**src/rtl/tdt_dm_hs_rcv_pkg.sv**
```systemverilog
// Shared definitions for the four-phase handshake receiver: FSM encodings
// and the default synchronizer depth.
package tdt_dm_hs_rcv_pkg;

  localparam int SYNC_NUM_DEFAULT = 2;

  typedef enum logic [1:0] {
    ST_IDLE  = 2'b00,
    ST_VALID = 2'b01,
    ST_ACK   = 2'b10
  } hs_state_e;

endpackage

```
**src/rtl/tdt_dm_hs_rcv_sync_dff.sv**
```systemverilog
// Multi-flop level synchronizer bringing an asynchronous signal into clk.
module tdt_dm_sync_dff #(
  parameter int SYNC_NUM = 2
) (
  input  logic clk,
  input  logic rst,
  input  logic d,
  output logic q
);

  logic [SYNC_NUM-1:0] chain;

  always_ff @(posedge clk) begin
    if (rst) chain <= '0;
    else     chain <= {chain[SYNC_NUM-2:0], d};
  end

  assign q = chain[SYNC_NUM-1];

endmodule

```
**src/rtl/tdt_dm_hs_rcv.sv**
```systemverilog
// Four-phase handshake receiver: synchronizes src_req, captures the bundled
// payload, presents it as valid/ready, and returns the acknowledge level.
module tdt_dm_hs_rcv
  import tdt_dm_hs_rcv_pkg::*;
#(
  parameter int SYNC_NUM   = SYNC_NUM_DEFAULT,
  parameter int DATA_WIDTH = 32
) (
  input  logic                  dst_clk,
  input  logic                  dst_rst,
  input  logic                  src_req,
  input  logic [DATA_WIDTH-1:0] src_data,
  output logic                  dst_ack,
  output logic                  dst_vld,
  output logic [DATA_WIDTH-1:0] dst_data,
  input  logic                  dst_rdy,
  output logic                  dst_busy
);

  logic      req_s;
  hs_state_e state;

  tdt_dm_sync_dff #(
    .SYNC_NUM(SYNC_NUM)
  ) u_req_sync (
    .clk(dst_clk),
    .rst(dst_rst),
    .d  (src_req),
    .q  (req_s)
  );

  // Outputs are updated alongside the state so every one of them is a flop.
  always_ff @(posedge dst_clk) begin
    if (dst_rst) begin
      state    <= ST_IDLE;
      dst_ack  <= 1'b0;
      dst_vld  <= 1'b0;
      dst_busy <= 1'b0;
      dst_data <= '0;
    end else begin
      case (state)
        ST_IDLE: begin
          if (req_s) begin
            dst_data <= src_data;
            dst_vld  <= 1'b1;
            dst_busy <= 1'b1;
            state    <= ST_VALID;
          end
        end
        ST_VALID: begin
          // A request drop here is a sender violation; still wait for the consumer.
          if (dst_rdy) begin
            dst_vld <= 1'b0;
            dst_ack <= 1'b1;
            state   <= ST_ACK;
          end
        end
        ST_ACK: begin
          if (!req_s) begin
            dst_ack  <= 1'b0;
            dst_busy <= 1'b0;
            state    <= ST_IDLE;
          end
        end
        default: begin
          dst_ack  <= 1'b0;
          dst_vld  <= 1'b0;
          dst_busy <= 1'b0;
          state    <= ST_IDLE;
        end
      endcase
    end
  end

endmodule

```
**config.mk**
```make
export PLATFORM = sky130hd
export DESIGN_NAME = tdt_dm_hs_rcv
export DESIGN_NICKNAME = d
export VERILOG_FILES = /design/src/rtl/tdt_dm_hs_rcv_pkg.sv /design/src/rtl/tdt_dm_hs_rcv_sync_dff.sv /design/src/rtl/tdt_dm_hs_rcv.sv
export SDC_FILE = /design/constraint.sdc
export NUM_CORES = 1
export LEC_CHECK = 0
export ABC_AREA = 1
export CORE_MARGIN = 2
export CORE_UTILIZATION = 39
export CTS_BUF_LIST = sky130_fd_sc_hd__clkbuf_16
export DETAILED_ROUTE_END_ITERATION = 10
export PLACE_DENSITY = 0.77
export SETUP_SLACK_MARGIN = 0.5
export SYNTH_ARGS = -nofsm -noshare
export SYNTH_HDL_FRONTEND = slang
export SYNTH_SLANG_ARGS = --single-unit
```
**constraint.sdc**
```tcl
create_clock -name dst_clk -period 1.51 [get_ports dst_clk]
set_clock_uncertainty 0.1 [all_clocks]
set_input_delay 0.2265 -clock dst_clk [delete_from_list [all_inputs] [get_ports dst_clk]]
set_output_delay 0.2265 -clock dst_clk [all_outputs]
set_load 0.1 [all_outputs]
```
Word-level counts from Yosys, hierarchy flattened. Cells that the tools add are included.

Bits of input ports: 36. Flip-flop bits (word level): 39.

Reductions and logical operators: 6. Bitwise operators: 3. Eq/ne operators: 5. Muxes and demuxes: 11.

Operators by type and width (count): AND reduction 3 bit (4); case mux 1 bit (3 select lines) (3); 2-to-1 mux 2 bit (3); case mux 2 bit (3 select lines) (1); 2-to-1 mux 1 bit (4); != test 2 bit (second input constant) (2); inverter 1 bit (3); == test 2 x 1 -> 1 bit (second input constant) (1); == test 2 bit (second input constant) (1); zero test 2 bit (1); != test 2 x 1 -> 1 bit (second input constant) (1); AND reduction 2 bit (1).

Longest topological paths before layout. Gate-level depths: netlist (run 1).

Depth in word-level cells: 3. Gate-level depth with buffers: 6. Gate-level depth less buffers: 5.

Hierarchy. From an unflattened synthesis (run 1), not the netlist that was laid out.

Cell total of the unflattened synthesis: 171. Area total of the unflattened synthesis: 1391.3 sq um.

By module, submodules not included: tdt_dm_hs_rcv (times used 1, area each 1336.3 sq um, cells each 165, sequential area each 740.7 sq um); tdt_dm_sync_dff (times used 1, area each 55.1 sq um, cells each 6, sequential area each 40.0 sq um).

Worst setup path before layout (run 1). No wires, ideal clock.

Path kind: register to register. From: register dst_data[10] (netlist name). To: register dst_data[10]. Library setup time: 0.071 ns. Data required time: 1.339 ns. Data arrival time: 1.178 ns. Path buffers: 0. Slack: 0.161 ns. Stages on the path, launching flop included: 3. Cells stage by stage: dfxtp_1 -> nand2_1 -> a21oi_1.

RTL lines: end signal, assigned (RTL line tdt_dm_hs_rcv.sv:44) `dst_data <= src_data;`; end, declared (RTL line tdt_dm_hs_rcv.sv:15) `output logic [DATA_WIDTH-1:0] dst_data,`.

Worst setup path in the final report (run 1).
From: register state[1]. To: register dst_data[8].

Word-level cells in the longest chain between the ends: 2.

RTL lines: start, declared (RTL line tdt_dm_hs_rcv.sv:21) `hs_state_e state;`; start signal, assigned (RTL line tdt_dm_hs_rcv.sv:35) `state <= ST_IDLE;`; start signal, assigned (RTL line tdt_dm_hs_rcv.sv:47) `state <= ST_VALID;`; start signal, assigned (RTL line tdt_dm_hs_rcv.sv:55) `state <= ST_ACK;`; zero test 2 bit (RTL line tdt_dm_hs_rcv.sv:41) `case (state)`; AND reduction 2 bit (no line).

Every way passes these cells. A chain may end at the register's enable or synchronous reset.

==> results.md, run 1 <==
- The die outline area is 4050 µm².
- The number of filler cells placed in the layout is 109.
- The number of nets at the end of the flow is 301.
- The total power of the final layout is 2950 µW.
- The worst hold-check path type is flop to flop.
- For this run, design rule violations remaining after detail routing come to 0.
- Setup slack on the worst reg-to-reg path comes out at 240 ps.
- The met2 track demand over resource in global routing is 47.9%.
- The number of buffers and inverters on the critical path is 3.
- The floorplan step set the die width to 63.7 µm.
- The most common cell after layout, fill and taps aside is sky130_fd_sc_hd__nand2_1.
- The initial cell density of the core is 41.0%.
- The cell area after synthesis is 1390 µm².
- The die is 63.7 µm tall.
- In the routed layout, each cell is associated on average with a via count of 5.29.
- The startpoint of the most critical hold path is u_req_sync.chain[0]$_SDFF_PP0_.
- The final setup violation count is 0.
- From synthesis to final layout, the design area changed by 129%.
- The signal on the critical path passes through inv_2, nand3_4, buf_12, buf_8, nand2_1, a21oi_1.
- Sequential cells were found to cover 56.2% of the synthesized design area.
- In the final routed layout, each cell accounts on average for 20.9 µm.
- In this run, placement finished with an instance count of 280.
- The critical path in this run is classified as flop to flop.
- In this run, the number of DRC markers left after iteration 0 of detailed routing was 135.
- In the layout the commonest cells are 59 x sky130_fd_sc_hd__nand2_1, 38 x sky130_fd_sc_hd__buf_12, 36 x sky130_fd_sc_hd__dfxtp_4, 35 x sky130_fd_sc_hd__clkdlybuf4s50_1, 21 x sky130_fd_sc_hd__a21oi_2.
- The worst path required time is 1610 ps.
- Cells with a size suffix above 1 make up 54.5% of the layout.
- Clock latency on the worst-skew pair, taken at its later pin, is 280 ps.
- The leftover overflow at the end of global routing is 0.
- The stage delay of the slowest cell on the critical path is 340 ps.
- The number of global-route vias before repair is 1571.
- STA classifies the critical path endpoint as a flop.
- The standard cell with the maximum stage delay on the critical path is sky130_fd_sc_hd__dfxtp_2.
- The number of top-level pins is 71.
- The maximum operating frequency is 788 MHz.
- After the flow finishes, the layout carries non-filler instances totaling 312.
- The count of yosys warnings during synthesis is 0.
- The placement row count is 21.
- The relative slew slack is 84.4%.
- The global placer's final weighted congestion is 0.748.
- The TritonCTS clock tree is built.
- The instance count of the mapped netlist is 171.
- Entering global routing, the biggest net connects 40 pins.
- The HPWL after detailed placement is 2630 µm.
- The global routing met1 resource utilization is 30.9%.
- Once detail routing completed, the nets flagged for antenna violations numbered 0.
- The number of clock sinks is 39.
- The cell leakage power is 0.00119 µW.
- The core footprint is 3390 µm².
- IR analysis of the VDD net gives a maximum drop of 0.000777 V.
- The power density over cell area is 928 nW/µm².
- The count of cells along the worst hold path is 2.
- The total clock buffers created by CTS is 5.
- The flow ran to the end, and the final reports show no timing, DRC or antenna violations.
- The number of violations of the max-capacitance limit is 0.
- At the worst endpoint, the arrival time is 1370 ps.
- The library cell used as clock root buffer is sky130_fd_sc_hd__clkbuf_16.
- The cell family contributing the most delay on the critical path is buffers and inverters.
- Yosys mapped the design onto 14 distinct sky130hd cell types.
- The first global-routing pass estimated 8160 µm of wire.
- The number of pins with negative max-slew slack in the final report is 0.
- The pre-antenna-repair detailed-routing pass consisted of 4 iterations.
- In the global route stage, met3 resource usage came out at 6.61%.
- The maximum root-to-sink buffer count is 2.
- The terminus of the critical flop-to-flop path is dst_data[8]$_SDFFE_PP0P_.
- The synthesis-stage register bit count is 39.
- Across every metal layer, demand over resource in global routing totals 26.7%.
- The fraction of the cycle the final worst path needs is 84.0%.
- The hold violation total from the final report is 0.
- For the final routed database, the setup TNS stands at 0 ps.
- STA classifies the critical path startpoint as a flop.
- The via count is 1652.
- For the pin with the worst max-slew slack, the measured transition is 233 ps.
- The shortest clock period the worst path allows after layout is 1270 ps.
- The H-tree level count is 2.
- The largest fanout on the critical path is 7.
- The number of antenna diodes is 0.
- The average cell area after synthesis is 8.12 µm².
- The register clock-pin slew on the reported worst setup and hold paths is 60 ps.
- When the netlist entered floorplanning its net count stood at 207.
- The worst-case hold path end point is u_req_sync.chain[1]$_SDFF_PP0_.
- For this block, the routed nets add up to 6520 µm of wire.
- The busiest layer in global routing is met2.
- Counting cells, the worst reg-to-reg path comes to 6.
- Setup repair after global routing could not meet its margin everywhere.
- The count of input and output buffers is 70.
- The initial antenna violation count came to 0.
- The source of the worst register-to-register timing path is state[1]$_SDFFE_PP0P_.
[final cells by class]
class,instances,area (µm²),share of cell area [%]
timing repair buffer,96,1350,42.4
clock inverter,3,38.8,1.22
timing repair inverter,1,16.3,0.512
multi-input combinational,116,633,19.9
sequential,39,918,28.9
clock buffer,5,125,3.94
tap,46,57.6,1.81
inverter,6,41.3,1.30
[registers in the layout, summed over array words and instances (netlist names)]
| register | flops |
|---|---|
| dst_ack | 1 |
| dst_busy | 1 |
| dst_data | 32 |
| dst_vld | 1 |
| state | 2 |
| u_req_sync.chain | 2 |
[where the power goes]
part           internal [µW]  switching (µW)
logic                    293             390
registers               1030            42.8
clock network            771             428
[through the flow]
step / utilization, % / hold WS [ps] / area, µm² / setup slack (ps)
finish: 93.8 / 330 / 3180 / 241
detailed placement: 76.6 / 289 / 2600 / 227
global route: 93.8 / 354 / 3180 / 207
floorplan: - / 233 / 1530 / 478
CTS: 89.3 / 295 / 3030 / 368
global placement: 76.6 / 284 / 2600 / 275
[how the worst max path moves through the flow]
stage / start / endpoint / slack (ps) / depth (start not counted)
final: state[1]$_SDFFE_PP0P_ / dst_data[8]$_SDFFE_PP0P_ / 240 / 6
after global routing: state[1]$_SDFFE_PP0P_ / dst_data[11]$_SDFFE_PP0P_ / 210 / 6
after CTS: state[0]$_SDFFE_PP0P_ / dst_data[12]$_SDFFE_PP0P_ / 370 / 6
after detailed placement: dst_rdy / dst_ack$_SDFFE_PP0P_ / 230 / 5
after global placement: dst_rdy / dst_ack$_SDFFE_PP0P_ / 270 / 5
after floorplan: state[1]$_SDFFE_PP0P_ / dst_data[10]$_SDFFE_PP0P_ / 480 / 6
[worst reg2reg max path: stages, from the launching register on]
cell	delay, ps
sky130_fd_sc_hd__dfxtp_2	340
sky130_fd_sc_hd__inv_2	60
sky130_fd_sc_hd__nand3_4	90
sky130_fd_sc_hd__buf_12	180
sky130_fd_sc_hd__buf_8	150
sky130_fd_sc_hd__nand2_1	80
sky130_fd_sc_hd__a21oi_1	180
[cell families after synthesis]
kind of cell | after synthesis | synth area share (%)
AO/OA/AOI/OAI | 40 | 15.0
buffers and inverters | 16 | 6.85
flip-flops | 39 | 56.2
AND/OR/NAND/NOR | 76 | 22.0
[cells in the mapped netlist]
| cell | count | area share, % |
|---|---|---|
| sky130_fd_sc_hd__nand2_1 | 70 | 19 |
| sky130_fd_sc_hd__dfxtp_1 | 39 | 56 |
| sky130_fd_sc_hd__a21oi_1 | 37 | 13 |
| sky130_fd_sc_hd__buf_4 | 3 | 1.6 |
| sky130_fd_sc_hd__buf_6 | 3 | 2.4 |
| sky130_fd_sc_hd__clkbuf_1 | 3 | 0.81 |
| sky130_fd_sc_hd__inv_1 | 3 | 0.81 |
| sky130_fd_sc_hd__inv_2 | 3 | 0.81 |
| sky130_fd_sc_hd__o21bai_1 | 3 | 1.6 |
| sky130_fd_sc_hd__nand3_1 | 2 | 0.72 |
| sky130_fd_sc_hd__nor2_1 | 2 | 0.54 |
| sky130_fd_sc_hd__buf_2 | 1 | 0.36 |
| sky130_fd_sc_hd__nand3_4 | 1 | 1.3 |
| sky130_fd_sc_hd__nand3b_1 | 1 | 0.54 |
[layer usage]
metal	wire length, µm	up-vias
met5	0	-
met4	238	0
met2	3460	87
li1	-	737
met3	386	20
met1	2430	808
[what timing repair did]
item | in CTS | in global routing
endpoints found under the setup margin | 67 | 72
hold buffers | 0 | 0
gates resized for setup | 23 | 27
gates cloned | 3 | 1
buffers inserted | 16 | 4
pin swaps | 2 | 9
(Power assumes the default switching activity.)
==> run 2: changes to the inputs <==
Clock period 1.51 ns to 1.17 ns, I/O delays scaled along.
==> results.md, run 2 <==
- The number of enable-type register cells in the synthesized netlist is 0 (unchanged).
- The synthesis-stage register bit count is 39 (unchanged).
- The share of Yosys cell area claimed by the top area cell type is 56.2% (unchanged).
- The instance count of the mapped netlist is 171 (unchanged).
- The count of yosys warnings during synthesis was 0 (unchanged).
- The sequential element share of the synthesized area is 56.2% (unchanged).
- The async set-reset flop share out of synthesis is 0% (unchanged).
- The number of clock sinks is 39 (unchanged).
- The total clock buffers created by CTS is 5 (unchanged).
- The initial cell density of the core was 41.0% (unchanged).
- The library cell used as clock root buffer is sky130_fd_sc_hd__clkbuf_16.
- The detailed placement HPWL is 2670 µm (+1.8%).
- The die outline height is 63.7 µm (unchanged).
- The run stopped with a tool error.
- The post-placement worst setup slack is -63.1 ps (-290 ps).
- The count of input and output buffers is 70 (unchanged).
- Entering global routing, the biggest net connects 21 pins.
- Among all flip-flop cells after synthesis, the most frequent one is sky130_fd_sc_hd__dfxtp_1.
- The H-tree level count is 2 (unchanged).
- The cell type with the largest total area after synthesis is sky130_fd_sc_hd__dfxtp_1.
- The number of top-level pins is 71 (unchanged).
- The placement row count is 21 (unchanged).
- The terminating stage of the flow is global routing (5_1_grt).
- The cell area after synthesis was 1390 µm² (unchanged).
- The net count of the mapped netlist is 207 (unchanged).
- The average cell area after synthesis is 8.12 µm² (unchanged).
- The commonest cells after synthesis are 70 x sky130_fd_sc_hd__nand2_1, 39 x sky130_fd_sc_hd__dfxtp_1, 37 x sky130_fd_sc_hd__a21oi_1.
- Sorting the synthesized cells by area gives the leading types as sky130_fd_sc_hd__dfxtp_1 56%, sky130_fd_sc_hd__nand2_1 19%, sky130_fd_sc_hd__a21oi_1 13%.
- The first error in the log reads "[ERROR DPL-0038] Utilization greater than 100%, impossible to legalize".
- The kind of the worst endpoint is a register data pin.
- The maximum root-to-sink buffer count is 2 (unchanged).
- The count of cell types in the netlist is 14 (unchanged).
- The die extent in x is 63.7 µm (unchanged).
- The number of hold buffers added after CTS was 0 (unchanged).
- The most common cell in the synthesized netlist is sky130_fd_sc_hd__nand2_1.
- The global placer's final weighted congestion came to 0.788 (+5.3%).
- The global-route repair_timing pass left the worst setup endpoint at dst_data[12]$_SDFFE_PP0P_/D.
==> run 2: stage by stage <==
step                      setup TNS [ps]  utilization [%]  hold slack, ps  instance area [µm²]  instances
after floorplan                        0                -             182                 1530        171
after global placement              -776             77.0             285                 2610        280
after detailed placement            -660             77.0             291                 2610        280
after CTS                              0             91.1             298                 3090        310
==> run 2: cell families after synthesis <==
group | count (synthesis) | synth area share [%]
AO/OA/AOI/OAI | 40 | 15.0
buffers and inverters | 16 | 6.85
flip-flops | 39 | 56.2
AND/OR/NAND/NOR | 76 | 22.0
==> run 2: repair_timing <==
action / 4_1_cts
pin swaps: 2
endpoints found under the setup margin: 74
setup buffers: 15
gates resized for setup: 23
gates cloned: 7
==> run 3: changes to the inputs <==
Settings changed: CORE_UTILIZATION 39 to 25, CTS_BUF_LIST sky130_fd_sc_hd__clkbuf_16 to not set, PLACE_DENSITY 0.77 to not set, PLACE_DENSITY_LB_ADDON set to 0.15, SETUP_SLACK_MARGIN 0.5 to not set.
==> results.md, run 3 (same netlist as run 1, synthesis figures left out) <==
- The flow ran to the end, and the final reports show no timing, DRC or antenna violations.
- The finished layout holds 325 standard cells, fillers aside.
- For this run, the detailed router's first-pass iteration total came to 4.
- The die covers 6170 µm².
- The register clock-pin slew on the reported worst setup and hold paths is 80 ps.
- The vias per cell is 4.18.
- The kind of cell adding the most delay to the critical path is flip-flops.
- Counting the fill cells in the layout gives 500.
- The number of placed cells counting well taps is 313 (+12%).
- The count of input and output buffers is 70 (unchanged).
- The worst register-to-register path begins at state[1]$_SDFFE_PP0P_.
- The overall routing resource usage is 12.1%.
- The multi-input combinational cells in the finished layout cover a total of 539 µm².
- The most common cell after layout, fill and taps aside is sky130_fd_sc_hd__nand2_1.
- The initial cell density of the core came to 25.5% (-15 points).
- The number of pins with negative max-slew slack in the final report came to 0.
- The detailed router finished its first iteration with 42 violations.
- The arrival time at the worst endpoint is 830 ps.
- The post-placement worst setup slack is -55.5 ps (+7.65 ps).
- The first global-routing pass estimated 5800 µm of wire.
- The number of nets at the end of the flow is 288.
- The global placer's final weighted congestion is 0.687 (-13%).
- The count of cells along the worst hold path is 3.
- The number of antenna diodes is 0.
- The later pin in the worst-skew pair is clocked with a latency of 290 ps.
- The synthesis-to-layout area growth is 100%.
- The number of hold buffers added after CTS came to 0 (unchanged).
- The placement row count is 27 (+29%).
- Counting I/O delays and the setup requirement, the final critical path takes 1100 ps.
- Across the VDD grid, the largest voltage drop is 0.000696 V.
- At the end of the flow the core is filled with cells to 51.2%.
- Measured in cells, the most critical reg-to-reg path has a length of 6.
- The worst setup path startpoint is dst_data[31]$_SDFFE_PP0P_.
- The detailed placement HPWL is 2680 µm (+0.32%).
- The final setup violation count is 0.
- In this run the number of cells on the critical path is 1.
- The register with the highest flop count is dst_data.
- The critical path start-end classification is flop to output port.
- STA classifies the critical path startpoint as a flop.
- The maximum root-to-sink buffer count is 2 (unchanged).
- The power density over cell area is 1130 nW/µm².
- For this design, the slowest cell found on the critical path is sky130_fd_sc_hd__dfxtp_2.
- Registers take 826 µm².
- The post-detailed-placement cell area came to 2600 µm² (-0.34%).
- In this run the critical register-to-register path is captured at dst_data[19]$_SDFFE_PP0P_.
- The worst hold slack after final layout is 294 ps.
- In the routed design, unresolved DRC markers number 0.
- The detail route stage leaves a number of antenna-violating nets equal to 0.
- The maximum operating frequency is 905 MHz.
- The cell leakage power is 0.00102 µW.
- The number of clock sinks is 39 (unchanged).
- The library cells used most frequently in the layout, excluding fill and tap cells, are 70 x sky130_fd_sc_hd__nand2_1, 37 x sky130_fd_sc_hd__buf_12, 36 x sky130_fd_sc_hd__dfxtp_2, 35 x sky130_fd_sc_hd__clkdlybuf4s50_1, 30 x sky130_fd_sc_hd__a21oi_1.
- The largest single stage delay on the critical path is 360 ps.
- The final design area excluding fillers is 2780 µm².
- The leftover overflow at the end of global routing is 0.
- The H-tree level count is 2 (unchanged).
- Walking the worst path, the cells encountered are buf_12.
- At the worst endpoint, the required time is 890 ps.
- In the final layout, the share of cells above drive strength 1 is 40.7%.
- The die extent in x came to 78.5 µm (+23%).
- The largest fanout on the critical path is 2.
- The cell sitting at the root of the clock tree is a sky130_fd_sc_hd__clkbuf_8.
- The number of global-route vias before repair is 1215.
- The slack of the critical path is 65.2 ps.
- The hold violation total from the final report is 0.
- The setup check on the worst reg-to-reg path leaves a slack of 70 ps.
- The TritonCTS clock tree is built.
- The core footprint is 5440 µm².
- Detailed routing inserted a total of 1359 vias.
- The worst pin sits at a relative slew slack of 90.2%.
- The tool flagged a number of max-cap violations equal to 0.
- The initial antenna violation count is 0.
- The actual slew at the worst max-slew pin is 147 ps.
- The fraction of the cycle the final worst path needs is 94.4%.
- The post-detailed-route wirelength per cell is 11.7 µm.
- The tightest min-delay check is of the input port to flop type.
- The number of flip-flops in the largest register is 32.
- The pin count of the biggest net entering global routing is 29.
- The final layout contains routed wiring with a total length of 3790 µm.
- The largest registers in the layout are dst_data: 32 flops, state: 2 flops, u_req_sync.chain: 2 flops.
- The total clock buffers created by CTS is 5 (unchanged).
- In this run the worst setup path terminates at dst_data[31].
- The die outline height was 78.5 µm (+23%).
- The number of top-level pins is 71 (unchanged).
- The number of buffers and inverters on the critical path is 1.
- The worst setup path is captured at an output port.
-- run 3: power by group --
group	internal (µW)	switching, µW	total [µW]
Combinational	332	436	768
Clock	483	467	950
Sequential	1380	46.0	1430
-- run 3: metrics by stage --
step | setup TNS [ps] | total power, µW
detailed placement | -525 | 2210
CTS | 0 | 3170
global route | -22.6 | 3290
finish | 0 | 3150
global placement | -282 | 2210
floorplan | 0 | 1860
-- run 3: repair_timing --
action | 4_1_cts | 5_1_grt
setup buffers | 0 | 3
hold endpoints to repair | 0 | 0
endpoints found under the setup margin | 0 | 31
resized for setup | 0 | 12
-- run 3: layer usage --
metal / global-route usage, % / part of all wire, %
met3: 6.09 / 9.2
met5: 0 / 0
met2: 19.0 / 44
met1: 13.8 / 45
met4: 5.26 / 1.7
-- run 3: layout make-up --
class | instances | area share, %
well taps | 72 | 3.24
multi-input cells | 116 | 19.4
inverters | 6 | 0.989
clock buffers | 7 | 3.10
repair buffers | 84 | 43.3
flip-flops and latches | 39 | 29.7
clock inverters | 1 | 0.315
-- run 3: worst min path at each step --
stage / startpoint / to / slack (ps)
2_1_floorplan: src_req / u_req_sync.chain[0]$_SDFF_PP0_ / 180
5_1_grt: src_req / u_req_sync.chain[0]$_SDFF_PP0_ / 290
6_report: src_req / u_req_sync.chain[0]$_SDFF_PP0_ / 290
4_1_cts: src_req / u_req_sync.chain[0]$_SDFF_PP0_ / 290
3_5_place_dp: u_req_sync.chain[0]$_SDFF_PP0_ / u_req_sync.chain[1]$_SDFF_PP0_ / 290
3_3_place_gp: u_req_sync.chain[0]$_SDFF_PP0_ / u_req_sync.chain[1]$_SDFF_PP0_ / 290
==> run 4: changes to the inputs <==
Settings changed: CORE_AREA set to 3 3 64 66, CORE_MARGIN 2 to not set, CORE_UTILIZATION 25 to not set, DIE_AREA set to 0 0 67 69.
==> results.md, run 4 (same netlist as run 1, synthesis figures left out) <==
- The slack of the critical path is 60.6 ps (-4.64 ps).
- The die extent in x is 67 µm (-15%).
- The combined flip-flop and latch cell area was 828 µm² (+0.30%).
- The number of nets at the end of the flow is 286 (-0.69%).
- The fraction of the cycle the final worst path needs is 94.8% (+0.40 points).
- The core footprint is 3630 µm² (-33%).
- The number of global-route vias before repair was 1365 (+12%).
- More flip-flops sit in one register than any other, and that register is dst_data.
- The number of clock sinks was 39 (unchanged).
- The detailed placement HPWL is 2710 µm (+1.1%).
- The number of hold buffers added after CTS came to 0 (unchanged).
- The part of the total power dissipated in the clock network is 30.1% (about the same).
- The library cell used as clock root buffer is sky130_fd_sc_hd__clkbuf_8.
- The number of top-level pins is 71 (unchanged).
- The H-tree level count is 2 (unchanged).
- The total power of the final layout was 3150 µW (about the same).
- The count of TritonRoute iterations in the first routing pass is 4 (unchanged).
- The switching fraction of total power is 28.4% (-1.8 points).
- Compared with the post-synthesis result, the final layout area differs by 98.6%.
- The sum of routed wire length over all layers was 3730 µm (-1.7%).
- The leftover overflow at the end of global routing is 0 (unchanged).
- The number of pins with negative max-slew slack in the final report is 0 (unchanged).
- The number of filler cells placed in the layout came to 258 (-48%).
- The hold violation total from the final report is 0 (unchanged).
- The count of input and output buffers is 70 (unchanged).
- In this run the worst setup path begins at state[1]$_SDFFE_PP0P_.
- The layout cell share with drive strength beyond 1 was 41.0% (+0.32 points).
- The post-detailed-placement cell area came to 2580 µm² (-0.67%).
- The worst setup path is captured at a flop.
- The worst vdd rail ir drop came to 0.000881 V (+26%).
- The post-placement worst setup slack is -44.0 ps (+11.5 ps).
- The setup slack of the most critical reg-to-reg path is 60 ps (about the same).
- The remaining number of nets flagged by the antenna check after routing was 0 (unchanged).
- The global placer's final weighted congestion came to 0.664 (-3.4%).
- The relative slew slack is 89.8% (-0.41 points).
- The number of antenna diodes is 0 (unchanged).
- The top cell types in the final layout, fill and taps aside, are 70 x sky130_fd_sc_hd__nand2_1, 38 x sky130_fd_sc_hd__dfxtp_2, 38 x sky130_fd_sc_hd__buf_12, 35 x sky130_fd_sc_hd__clkdlybuf4s50_1, 30 x sky130_fd_sc_hd__a21oi_1.
- The source of the worst register-to-register timing path is state[1]$_SDFFE_PP0P_.
- The actual slew at the worst max-slew pin came to 154 ps (+6.22 ps).
- The cell internal power dissipation came to 2260 µW (+2.6%).
- The initial antenna violation count came to 0 (unchanged).
- The stage delay of the slowest cell on the critical path is 330 ps (-30 ps).
- The number of violations of the max-capacitance limit is 0 (unchanged).
- The number of design-rule violations left by the first detailed-router iteration is 80 (+90%).
- Traced cell by cell, the critical path runs through inv_2, nand3_4, inv_6, clkbuf_16, nand2_1, a21oi_1.
- The placement row count is 22 (-19%).
- Among all stages on the critical path, the largest delay is contributed by sky130_fd_sc_hd__dfxtp_2.
- The initial cell density of the core is 38.2% (+13 points).
- The remaining routing DRC violations is 0 (unchanged).
- The flow ran to the end, and the final reports show no timing, DRC or antenna violations.
- The arrival time at the worst endpoint is 1210 ps (+380 ps).
- TritonCTS built the clock tree.
- The insertion delay of the later-clocked pin in the worst-skew pair is 270 ps (-20 ps).
- The power density over cell area was 1140 nW/µm² (+0.97%).
- The proportion of power drawn by combinational gates is 24.5% (about the same).
- STA classifies the critical path startpoint as a flop.
- The post-detailed-route wirelength per cell is 12.5 µm (+6.9%).
- The vias per cell was 4.67 (+12%).
- The min-delay analysis places its worst path in the category input port to flop.
- The number of flip-flops in the largest register is 32 (unchanged).
- The first-pass GRT wire length is 6020 µm (+3.8%).
- The register clock-pin slew on the reported worst setup and hold paths is 70 ps (about the same).
- The maximum root-to-sink buffer count was 2 (unchanged).
- The via count is 1396 (+2.7%).
- The combined area of the multi-input logic cells is 539 µm² (unchanged).
- The critical path start-end classification is flop to flop.
- The worst hold slack after final layout came to 317 ps (+22.8 ps).
- The die outline height came to 69 µm (-12%).
- The maximum operating frequency was 901 MHz (-0.42%).
- The final design area excluding fillers is 2760 µm² (-0.90%).
- The cell leakage power is 0.00102 µW (-0.15%).
- In the final layout, the registers with the most flip-flops are dst_data: 32 flops, state: 2 flops, u_req_sync.chain: 2 flops.
- The worst path required time is 1270 ps (+380 ps).
- The die outline area is 4620 µm² (-25%).
- The shortest clock period the worst path allows after layout was 1110 ps (+4.64 ps).
- The pin count of the biggest net entering global routing is 26 (-10%).
- The overall routing resource usage is 16.4% (+4.3 points).
- The sequential share of power is 45.5% (about the same).
- The largest fanout on the critical path is 10 (+8).
- The net switching power of the design is 893 µW (-5.9%).
- The final setup violation count is 0 (unchanged).
- The total clock buffers created by CTS is 5 (unchanged).
- The startpoint of the most critical hold path is src_req.
- The library cell used most frequently in the layout, excluding fill and tap cells, is sky130_fd_sc_hd__nand2_1.
## run 4: changes by cell type in the layout (fill, tap and decap cells not counted), sizes merged
cell	change
clkbuf	+1
clkinv	-1
buf	-2
## run 4: layout make-up
class	instances	area share [%]
clock buffer	8	3.63
inverter	6	0.998
multi-input combinational	116	19.5
sequential	39	30.0
tap	48	2.18
timing repair buffer	82	43.6
## run 4: repair_timing
action                     in CTS  in global routing
setup endpoints to repair       0                 33
setup buffers                   0                  1
gates resized for setup         0                 14
## run 4: critical path: cells and delay by family (launching register included)
| kind | cells | cell delay (ps) |
|---|---|---|
| compound gates | 1 | 120 |
| flops | 1 | 330 |
| buf+inv | 3 | 330 |
| simple gates | 2 | 170 |
## run 4: routing by layer
metal / GRT usage (%) / part of all wire (%) / vias up
li1: - / - / 700
met1: 18.0 / 39 / 637
met2: 28.8 / 52 / 55
met3: 6.19 / 8.6 / 4
met4: 4.05 / 0.78 / 0
met5: 0 / 0 / -
## run 4: path summary, 6_finish.rpt
kind | cells past startpoint | endpoint
setup / recovery | 6 | dst_data[15]$_SDFFE_PP0P_
hold / removal | 3 | u_req_sync.chain[0]$_SDFF_PP0_
setup reg to reg | 6 | dst_data[15]$_SDFFE_PP0P_
hold reg to reg | 2 | u_req_sync.chain[1]$_SDFF_PP0_
## run 4: metrics by stage
stage               setup TNS (ps)  std cells  utilization, %
CTS                              0        297            73.9
floorplan                        0        171               -
detailed placement            -512        289            71.1
global route                 -38.1        299            75.9
global placement              -421        289            71.1
finish                           0        299            75.9
## run 4: power groups by stage
stage / clock [µW] / combinational (µW) / sequential [µW]
6_report: 947 / 770 / 1430
5_1_grt: 1030 / 806 / 1440
4_1_cts: 980 / 756 / 1430
3_5_place_dp: 0 / 753 / 1460
3_3_place_gp: 0 / 748 / 1460
2_1_floorplan: 0 / 113 / 1740
